### config.mk
export PLATFORM = sky130hd
export DESIGN_NAME = lse_simd_pack_4x6b
export DESIGN_NICKNAME = d
export VERILOG_FILES = /design/src/rtl/lse_simd_pkg.sv /design/src/rtl/lse_simd_lane_mask.sv /design/src/rtl/lse_simd_pack_4x6b.sv
export SDC_FILE = /design/constraint.sdc
export NUM_CORES = 1
export LEC_CHECK = 0
export ABC_AREA = 1
export BUFFER_PORTS_ARGS = -buffer_cell sky130_fd_sc_hd__buf_2
export CAP_MARGIN = 15
export CORE_MARGIN = 3
export CORE_UTILIZATION = 47
export DETAILED_ROUTE_END_ITERATION = 8
export HOLD_SLACK_MARGIN = 0.06
export PLACE_DENSITY = 0.78
export REMOVE_ABC_BUFFERS = 1
export SETUP_SLACK_MARGIN = 0.5
export SLEW_MARGIN = 20
export SYNTH_ARGS = -nofsm -noshare
export SYNTH_HDL_FRONTEND = slang
export SYNTH_SLANG_ARGS = --single-unit
### constraint.sdc
create_clock -name clk -period 2.73 [get_ports clk]
set_input_delay 0.546 -clock clk [delete_from_list [all_inputs] [get_ports clk]]
set_output_delay 0.546 -clock clk [all_outputs]
set_load 0.01 [all_outputs]
### src/rtl/lse_simd_pkg.sv
// Shared types and helpers for the lse_simd 4x6b issue/collect path.
//   lse_lane_t      : one 6-bit lane
//   lse_word_t      : one packed 24-bit SIMD word, {ch3,ch2,ch1,ch0}
//   lse_pair_t      : one serial (x, y, last) operand beat
//   pack_state_e    : packer FSM states
//   pack_lane()     : write one lane of a packed word
package lse_simd_pkg;

  localparam int unsigned LSE_CH_W       = 6;
  localparam int unsigned LSE_NUM_CH     = 4;
  localparam int unsigned LSE_DATA_W     = LSE_CH_W * LSE_NUM_CH;
  localparam int unsigned LSE_LANE_IDX_W = $clog2(LSE_NUM_CH);

  typedef logic [LSE_CH_W-1:0]       lse_lane_t;
  typedef logic [LSE_DATA_W-1:0]     lse_word_t;
  typedef logic [LSE_LANE_IDX_W-1:0] lse_lane_idx_t;

  typedef struct packed {
    lse_lane_t x;
    lse_lane_t y;
    logic      last;
  } lse_pair_t;

  typedef enum logic [1:0] {
    ST_FILL = 2'd0,
    ST_WAIT = 2'd1,
    ST_HOLD = 2'd2
  } pack_state_e;

  // Datapath operating modes
  localparam logic [1:0] PE_MODE_4X6B = 2'b00;

  // Return word with lane k replaced by val; other lanes untouched
  function automatic lse_word_t pack_lane(input lse_word_t     word,
                                          input lse_lane_idx_t k,
                                          input lse_lane_t     val);
    lse_word_t r;
    r = word;
    r[int'(k)*LSE_CH_W +: LSE_CH_W] = val;
    return r;
  endfunction

endpackage

### src/rtl/lse_simd_lane_mask.sv
// Combinational lane mask: lanes whose mask bit is 0 are forced to 0.
//   data     : packed SIMD word
//   mask     : bit k keeps lane k
//   masked_c : masked word (combinational)
module lse_simd_lane_mask
  import lse_simd_pkg::*;
#(
  parameter int unsigned CHANNEL_WIDTH = LSE_CH_W,
  parameter int unsigned NUM_CHANNELS  = LSE_NUM_CH
) (
  input  logic [CHANNEL_WIDTH*NUM_CHANNELS-1:0] data,
  input  logic [NUM_CHANNELS-1:0]               mask,
  output logic [CHANNEL_WIDTH*NUM_CHANNELS-1:0] masked_c
);

  for (genvar k = 0; k < NUM_CHANNELS; k++) begin : g_lane
    assign masked_c[k*CHANNEL_WIDTH +: CHANNEL_WIDTH] =
      mask[k] ? data[k*CHANNEL_WIDTH +: CHANNEL_WIDTH] : '0;
  end

endmodule

### src/rtl/lse_simd_pack_4x6b.sv
// Operand packer / result collector for the lse_simd_4x6b datapath.
// Packs up to four serial (x, y) pairs into one SIMD word, runs the datapath
// with a min/max latency window, and returns the masked result on a
// valid/ready port.
//   s_*          : serial operand input (valid/ready, s_last closes a word)
//   cfg_mode     : datapath mode, sampled with lane 0
//   pe_*         : datapath drive (operands, mode, enable) and response
//   m_*          : packed result output (valid/ready) and lane mask
//   err_timeout  : sticky datapath no-response flag, cleared by rst only
//   busy         : a word is being filled, executed or held
module lse_simd_pack_4x6b
  import lse_simd_pkg::*;
#(
  parameter int unsigned CHANNEL_WIDTH = LSE_CH_W,
  parameter int unsigned NUM_CHANNELS  = LSE_NUM_CH,
  parameter int unsigned DATA_WIDTH    = CHANNEL_WIDTH * NUM_CHANNELS,
  parameter int unsigned MIN_LATENCY   = 1,
  parameter int unsigned MAX_LATENCY   = 8
) (
  input  logic                     clk,
  input  logic                     rst,
  input  logic                     s_valid,
  output logic                     s_ready,
  input  logic [CHANNEL_WIDTH-1:0] s_x,
  input  logic [CHANNEL_WIDTH-1:0] s_y,
  input  logic                     s_last,
  input  logic [1:0]               cfg_mode,
  output logic [DATA_WIDTH-1:0]    pe_x_in,
  output logic [DATA_WIDTH-1:0]    pe_y_in,
  output logic [1:0]               pe_mode,
  output logic                     pe_enable,
  input  logic [DATA_WIDTH-1:0]    pe_result,
  input  logic                     pe_valid_out,
  output logic                     m_valid,
  input  logic                     m_ready,
  output logic [DATA_WIDTH-1:0]    m_result,
  output logic [NUM_CHANNELS-1:0]  m_lane_mask,
  output logic                     err_timeout,
  output logic                     busy
);

  localparam int unsigned LANE_W = $clog2(NUM_CHANNELS);
  localparam int unsigned WAIT_W = $clog2(MAX_LATENCY + 1);

  localparam logic [LANE_W-1:0] LAST_LANE = LANE_W'(NUM_CHANNELS - 1);
  localparam logic [WAIT_W-1:0] MIN_CNT   = WAIT_W'(MIN_LATENCY);
  localparam logic [WAIT_W-1:0] TMO_CNT   = WAIT_W'(MAX_LATENCY - 1);

  pack_state_e             state;
  logic [LANE_W-1:0]       lane_cnt;
  logic [WAIT_W-1:0]       wait_cnt;
  lse_pair_t               in_pair;
  logic [DATA_WIDTH-1:0]   masked_c;
  logic                    accept_c;
  logic                    close_c;
  logic                    capture_c;
  logic                    timeout_c;

  assign in_pair = '{x: s_x, y: s_y, last: s_last};

  // Handshake/status decode from state
  assign s_ready  = (state == ST_FILL);
  assign busy     = (state != ST_FILL) || (lane_cnt != '0);
  assign accept_c = s_valid && s_ready;
  assign close_c  = accept_c && (in_pair.last || (lane_cnt == LAST_LANE));

  // valid_out inside the first MIN_LATENCY cycles is left over from the
  // previous operation and must not be taken as this word's result
  assign capture_c = (state == ST_WAIT) && pe_valid_out && (wait_cnt >= MIN_CNT);
  assign timeout_c = (state == ST_WAIT) && !capture_c && (wait_cnt == TMO_CNT);

  // Unfilled lanes of the datapath result are zeroed on capture
  lse_simd_lane_mask #(
    .CHANNEL_WIDTH (CHANNEL_WIDTH),
    .NUM_CHANNELS  (NUM_CHANNELS)
  ) u_mask (
    .data     (pe_result),
    .mask     (m_lane_mask),
    .masked_c (masked_c)
  );

  // Packer FSM with registered outputs
  always_ff @(posedge clk or posedge rst) begin
    if (rst) begin
      state       <= ST_FILL;
      lane_cnt    <= '0;
      wait_cnt    <= '0;
      pe_x_in     <= '0;
      pe_y_in     <= '0;
      pe_mode     <= PE_MODE_4X6B;
      pe_enable   <= 1'b0;
      m_valid     <= 1'b0;
      m_result    <= '0;
      m_lane_mask <= '0;
      err_timeout <= 1'b0;
    end else begin
      case (state)
        ST_FILL: begin
          if (accept_c) begin
            // Lane 0 starts a fresh word: clear stale lanes and latch mode
            if (lane_cnt == '0) begin
              pe_x_in     <= pack_lane('0, lane_cnt, in_pair.x);
              pe_y_in     <= pack_lane('0, lane_cnt, in_pair.y);
              m_lane_mask <= NUM_CHANNELS'(1);
              pe_mode     <= cfg_mode;
            end else begin
              pe_x_in               <= pack_lane(pe_x_in, lane_cnt, in_pair.x);
              pe_y_in               <= pack_lane(pe_y_in, lane_cnt, in_pair.y);
              m_lane_mask[lane_cnt] <= 1'b1;
            end
            if (close_c) begin
              lane_cnt  <= '0;
              wait_cnt  <= '0;
              pe_enable <= 1'b1;
              state     <= ST_WAIT;
            end else begin
              lane_cnt <= lane_cnt + LANE_W'(1);
            end
          end
        end

        ST_WAIT: begin
          wait_cnt <= wait_cnt + WAIT_W'(1);
          if (capture_c) begin
            m_result  <= masked_c;
            m_valid   <= 1'b1;
            pe_enable <= 1'b0;
            state     <= ST_HOLD;
          end else if (timeout_c) begin
            // Datapath never answered: drop the word, flag it
            err_timeout <= 1'b1;
            m_lane_mask <= '0;
            pe_enable   <= 1'b0;
            state       <= ST_FILL;
          end
        end

        ST_HOLD: begin
          if (m_ready) begin
            m_valid <= 1'b0;
            state   <= ST_FILL;
          end
        end

        default: begin
          state     <= ST_FILL;
          pe_enable <= 1'b0;
          m_valid   <= 1'b0;
        end
      endcase
    end
  end

endmodule
==> flow_summary.json, run 1 <==
{
  "critical_path_class": "reg -> out",
  "dp_hpwl_mm": 8.69,
  "synth_cells": 554,
  "synthFlopType": "dfrtp_1",
  "avgSynthCellArea_um2": 8.25,
  "synth_edf_count": 0,
  "path_delay_family": "buffers and inverters",
  "drc": 0,
  "ys_warn_count": 0,
  "worst-path-buf-inv": 3,
  "power.total_mw": 6.10,
  "placed_cell_area_mm2": 0.00526,
  "synth_largest_area_cell": "dfrtp_1",
  "drt_first_pass_iters": 5,
  "worstMarginPinSlew_ns": 0.529,
  "clockBufferDepth": 2,
  "crit_fanout": 19,
  "io_buffers": 126,
  "drt_iter0_drc": 283,
  "end_kind": "output port",
  "cts_tree": "done",
  "utilization_pct": 58.9,
  "h-tree-depth": 3,
  "power.density_mw_per_mm2": 1110,
  "grt_pass1_wl_mm": 19.8,
  "syn-cell-area_mm2": 0.00457,
  "peakVddDrop_v": 0.000506,
  "cp_cell_sequence": "inv_2 > ha_1 > buf_6 > nand2_1 > buf_2",
  "period_needed_ns": 2.12,
  "wl_per_cell_um": 14.5,
  "synth_top_cell_area_share_pct": 48.8,
  "worstSetupStartpointType": "flop",
  "grt_overflow_total": 0,
  "nFillCells": 851,
  "r2r-start": "lane_cnt[1]$_DFFE_PP0P_",
  "fp-row-count": 35,
  "clock-root-buffer": "clkbuf_8",
  "seq_area_frac_synth_pct": 48.8,
  "clock_latency_ns": 0.34,
  "r2r-end": "pe_x_in[0]$_DFFE_PP0P_",
  "dieArea_mm2": 0.0109,
  "path_clk_slew_ns": 0.08,
  "fin_skew_ns": 0.00710,
  "drtAntennaViolNets": 0,
  "fin_crit_sh_pct": 77.8,
  "worst_slack_ns": 0.606,
  "worstPathRequired_ns": 2.18,
  "synth.area.top_cells": "dfrtp_1 (49%), nand2_1 (18%), nand3_1 (4.7%)",
  "rsz0062_at_grt": "true",
  "grt_max_degree": 54,
  "grt_antenna_before_repair": 0,
  "start_util_pct": 49.0,
  "syn_to_final_growth_pct": 20.3,
  "hold_viol_final": 0,
  "register_area_mm2": 0.00223,
  "drv_slew": 0,
  "final_common_cell": "nand2_1",
  "multi_input_area_mm2": 0.00205,
  "grt_pass1_vias": 4098,
  "crit_slowest_cell": "dfrtp_1",
  "outcome": "completed",
  "layout.nets": 727,
  "fin_area_mm2": 0.00549,
  "fin_tns_setup_ns": 0,
  "synth-seq-cells": 89,
  "io_pins": 127,
  "slew_headroom_pct": 64.7,
  "slowest_delay_ns": 0.46,
  "drt-total-wl_mm": 11.7,
  "fmax_mhz": 471,
  "setup_viol": 0,
  "via_per_inst": 5.15,
  "core_area_mm2": 0.00933,
  "route.vias.total": 4152,
  "grt_usage_pct": 21.9,
  "gp_congestion": 0.902,
  "die_h_um": 105,
  "ff2ff_path_depth": 10,
  "antenna_cells": 0,
  "holdCritPathClass": "in -> async",
  "arrival_ns": 1.58,
  "drive_above_1_share_pct": 28.4,
  "async_flop_share_pct": 100,
  "dpl_worst_slack_ns": 0.260,
  "clock_sinks": 89,
  "die_w_um": 105,
  "cts_buffers": 9,
  "max_cap_viol_count": 0,
  "rrSetupSlack_ns": 0.65,
  "final_cell_mix": "nand2_1 (224), buf_2 (126), dfrtp_1 (88), nand3_1 (43), o21ai_1 (39)",
  "leakage_nw": 3.01,
  "ys_types": 36
}
==> metal layers <==
| layer | GRT usage [%] | wire length, um |
|---|---|---|
| met1 | 29.4 | 5100 |
| met5 | 0 | 0 |
| met4 | 8.62 | 246 |
| met3 | 3.83 | 622 |
| met2 | 35.3 | 5750 |
==> worst register-to-register path, delay by kind of cell (launching register included) <==
| kind | cells | cell delay, ns |
|---|---|---|
| adder cells (fa/ha/maj) | 2 | 0.59 |
| buffers and inverters | 3 | 0.31 |
| flip-flops | 1 | 0.46 |
| AND/OR/NAND/NOR | 5 | 0.67 |
==> cell usage after synthesis (5+ instances only) <==
cell type / instances
a21oi_1: 8
buf_2: 13
buf_4: 5
dfrtp_1: 89
ha_1: 10
inv_1: 22
inv_2: 5
nand2_1: 224
nand3_1: 43
nand4_1: 5
nor2_1: 18
nor2_4: 7
o21ai_0: 23
o21ai_1: 39
o21ai_2: 6
==> power breakdown <==
part	switching [mW]	total, mW	internal (mW)
logic	2.15	3.14	0.988
clock network	0.465	0.976	0.512
registers	0.296	1.99	1.69
==> registers in the layout, summed over array words and instances, names as in the netlist <==
signal,count
m_lane_mask,4
pe_enable,1
err_timeout,1
m_valid,1
pe_mode,2
wait_cnt,4
lane_cnt,2
state,2
m_result,24
pe_x_in,24
pe_y_in,24
==> metrics by stage <==
stage,instances,hold WS (ns)
floorplan,530,0.505
global placement,790,0.450
detailed placement,790,0.458
CTS,805,0.185
global route,806,0.208
finish,806,0.183
==> final cells by class <==
type / count / area share (%)
Clock buffer: 10 / 2.32
Multi-Input combinational cell: 408 / 37.4
Timing Repair inverter: 1 / 0.0911
Inverter: 33 / 2.76
Clock inverter: 5 / 1.48
Timing Repair Buffer: 131 / 12.5
Tap cell: 129 / 2.94
Sequential cell: 89 / 40.6
==> cells by family (layout without fill, tap and decap cells) <==
| logic type | Yosys count | in the layout | synth area share [%] |
|---|---|---|---|
| compound gates | 81 | 81 | 9.83 |
| xor+xnor | 1 | 1 | 0.192 |
| fa+ha+maj | 10 | 10 | 2.74 |
| buf+inv | 57 | 180 | 6.44 |
| flops | 89 | 89 | 48.8 |
| simple gates | 316 | 316 | 32.0 |
==> what timing repair did <==
item,4_1_cts,5_1_grt
endpoints found under the setup margin,17,31
gates resized for setup,3,5
buffers inserted,0,0
cloned,0,1
hold endpoints to repair,0,0
hold buffers,0,0
==> how the worst max path moves through the flow <==
stage | start | endpoint | cells after the start
floorplan | lane_cnt[0]$_DFFE_PP0P_ | pe_y_in[8]$_DFFE_PP0P_ | 9
global placement | lane_cnt[0]$_DFFE_PP0P_ | pe_y_in[9]$_DFFE_PP0P_ | 9
detailed placement | lane_cnt[0]$_DFFE_PP0P_ | pe_y_in[8]$_DFFE_PP0P_ | 9
CTS | lane_cnt[0]$_DFFE_PP0P_ | busy | 5
global route | lane_cnt[1]$_DFFE_PP0P_ | pe_y_in[9]$_DFFE_PP0P_ | 9
finish | lane_cnt[1]$_DFFE_PP0P_ | busy | 5
Power figures use the tool's default switching activity.
==> run 2: changes to the inputs <==
- ABC_AREA: 1 -> 0
- CORE_UTILIZATION: 47 -> 51
- PLACE_DENSITY: 0.78 -> 0.82
- clock period: 2.73 -> 2.2 ns (I/O delays scaled with it)
==> flow_summary.json, run 2 <==
{
  "intPower_mw": 5.00,
  "placed_cells": 609,
  "path_clk_slew_ns": 0.10,
  "core_area_mm2": 0.00777,
  "worstPathRequired_ns": 2.49,
  "cts_tree": "done",
  "fp-row-count": 32,
  "clockBufferDepth": 2,
  "via_per_inst": 6.51,
  "finalNonFillerCells": 663,
  "swShare_pct": 42.9,
  "clock-root-buffer": "clkbuf_8",
  "async_flop_share_pct": 100,
  "r2r-end": "pe_x_in[14]$_DFFE_PP0P_",
  "clock_latency_ns": 0.37,
  "crit_slowest_cell": "or4b_4",
  "avgSynthCellArea_um2": 10.7,
  "dieArea_mm2": 0.00920,
  "synth-seq-cells": 89,
  "drt_iter0_drc": 369,
  "cp_common_cell": "ha_4",
  "worstSetupStartpointType": "flop",
  "synth_largest_area_cell": "dfrtp_1",
  "start_util_pct": 53.1,
  "leakage_nw": 2.98,
  "drive_above_1_share_pct": 48.8,
  "rrSetupSlack_ns": 0.14,
  "period_needed_ns": 2.06,
  "power.switching_mw": 3.75,
  "drv_slew": 0,
  "worst_slack_ns": 0.144,
  "synth_top_cell_area_share_pct": 54.0,
  "power_frac_clock_pct": 14.5,
  "hold_buffers": 0,
  "seq_area_frac_synth_pct": 54.0,
  "slowest_delay_ns": 0.61,
  "fin_skew_ns": 0.0121,
  "ff2ff_path_depth": 7,
  "antenna_cells": 0,
  "route.vias.total": 4319,
  "drt-total-wl_mm": 15.1,
  "synth_edf_count": 0,
  "grt_max_degree": 36,
  "cp_cell_sequence": "inv_2 > ha_4 > inv_4 > ha_4 > or4b_4 > or2_4 > o21ai_2",
  "r2r-start": "lane_cnt[1]$_DFFE_PP0P_",
  "cts_buffers": 9,
  "final_common_cell": "buf_2",
  "clock_sinks": 89,
  "wl_per_cell_um": 22.8,
  "grt_pass1_wl_mm": 20.2,
  "syn_to_final_growth_pct": 47.1,
  "drt_first_pass_iters": 5,
  "grt_antenna_before_repair": 0,
  "crit_fanout": 6,
  "drc": 0,
  "layout_top_registers": "m_result (24), pe_x_in (24), pe_y_in (24)",
  "synthTopCellsByCount": "dfrtp_1 (89), o21ai_0 (44), nand2_1 (41), a22o_1 (31), o31ai_1 (25)",
  "drtAntennaViolNets": 0,
  "ys_types": 51,
  "holdCritPathClass": "in -> async",
  "die_h_um": 95.9,
  "synthFlopType": "dfrtp_1",
  "outcome": "completed",
  "fin_crit_sh_pct": 93.4,
  "synth.most_common_cell": "dfrtp_1",
  "power.density_mw_per_mm2": 1440,
  "dpl_worst_slack_ns": 0.0362,
  "ys_warn_count": 0,
  "slew_headroom_pct": 65.8,
  "peakVddDrop_v": 0.000874,
  "critical_path_class": "reg -> reg",
  "rsz0062_at_grt": "true",
  "layout.nets": 610,
  "p_comb_share_pct": 58.0,
  "die_w_um": 95.9,
  "hold_viol_final": 0,
  "io_buffers": 126,
  "grt_overflow_total": 0,
  "end_kind": "flop",
  "io_pins": 127,
  "synth_cells": 385,
  "arrival_ns": 2.34,
  "h-tree-depth": 3,
  "synth.area.top_cells": "dfrtp_1 (54%), a22o_1 (6.6%), o21ai_0 (5.3%)",
  "fmax_mhz": 486,
  "max_cap_viol_count": 0,
  "final_cell_mix": "buf_2 (125), dfrtp_1 (87), nand2_1 (39), buf_4 (36)",
  "dp_hpwl_mm": 8.22,
  "grt_usage_pct": 28.7,
  "seq_power_share_pct": 27.5,
  "gp_congestion": 0.915,
  "grt_pass1_vias": 3849,
  "worstMarginPinSlew_ns": 0.512,
  "setup_viol": 0,
  "syn-cell-area_mm2": 0.00412
}
## run 2: routing by layer
layer	up-vias	global-route usage, %	share of wire [%]
met5	-	0	0
met4	0	11.1	4.3
met3	78	4.53	11
met2	359	46.4	47
met1	2109	39.0	38
li1	1773	-	-
## run 2: power groups by stage
stage | Sequential [mW] | Clock [mW] | Combinational, mW
6_report | 2.40 | 1.27 | 5.07
5_1_grt | 2.45 | 1.34 | 5.32
4_1_cts | 2.38 | 1.25 | 3.84
3_5_place_dp | 2.41 | 0 | 2.93
3_3_place_gp | 2.40 | 0 | 2.83
2_1_floorplan | 2.59 | 0 | 1.54
## run 2: through the flow
stage	setup TNS, ns	hold slack [ns]	cell area, um2	util [%]	total power, mW
6_report	0	0.0707	6060	78.0	8.74
5_1_grt	0	0.0813	6060	78.0	9.11
4_1_cts	0	0.0888	5600	72.1	7.48
3_5_place_dp	0	0.469	4960	63.8	5.34
3_3_place_gp	0	0.459	4960	63.8	5.23
2_1_floorplan	-80.44	0.513	4010	-	4.13
## run 2: what timing repair did
| action | CTS | global route |
|---|---|---|
| buffers inserted | 13 | 18 |
| resized for setup | 73 | 72 |
| cloned | 2 | 5 |
| setup endpoints to repair | 76 | 79 |
| pin swaps | 28 | 26 |
## run 2: cells by family after synthesis
group / count (synthesis) / synth area share [%]
compound gates: 138 / 23.1
simple gates: 95 / 12.8
flops: 89 / 54.0
buf+inv: 40 / 3.82
mux: 12 / 3.04
fa+ha+maj: 10 / 3.04
xor+xnor: 1 / 0.213
## run 2: area by class of cell
type	instances	area [um2]
well taps	102	128
repair buffers	185	1230
inverters	13	60.1
clock buffers	10	128
flip-flops and latches	89	2230
multi-input cells	258	2200
fillers	454	1710
clock inverters	6	90.1
## run 2: critical path: cells and delay by family (launching register included)
kind            cells  cell delay, ns
compound gates      1            0.16
buf+inv             2            0.17
flops               1            0.41
fa+ha+maj           2            0.32
simple gates        2            0.90
## run 2: worst max-delay path by stage
| stage | startpoint | endpoint | slack (ns) | cells after the start |
|---|---|---|---|---|
| finish | lane_cnt[1]$_DFFE_PP0P_ | pe_x_in[14]$_DFFE_PP0P_ | 0.14 | 7 |
| global route | lane_cnt[0]$_DFFE_PP0P_ | pe_y_in[22]$_DFFE_PP0P_ | 0.11 | 5 |
| CTS | lane_cnt[0]$_DFFE_PP0P_ | pe_x_in[22]$_DFFE_PP0P_ | 0.20 | 5 |
| detailed placement | lane_cnt[0]$_DFFE_PP0P_ | pe_y_in[22]$_DFFE_PP0P_ | 0.04 | 5 |
| global placement | lane_cnt[0]$_DFFE_PP0P_ | pe_y_in[22]$_DFFE_PP0P_ | 0.12 | 5 |
| floorplan | lane_cnt[0]$_DFFE_PP0P_ | pe_x_in[22]$_DFFE_PP0P_ | -1.07 | 5 |
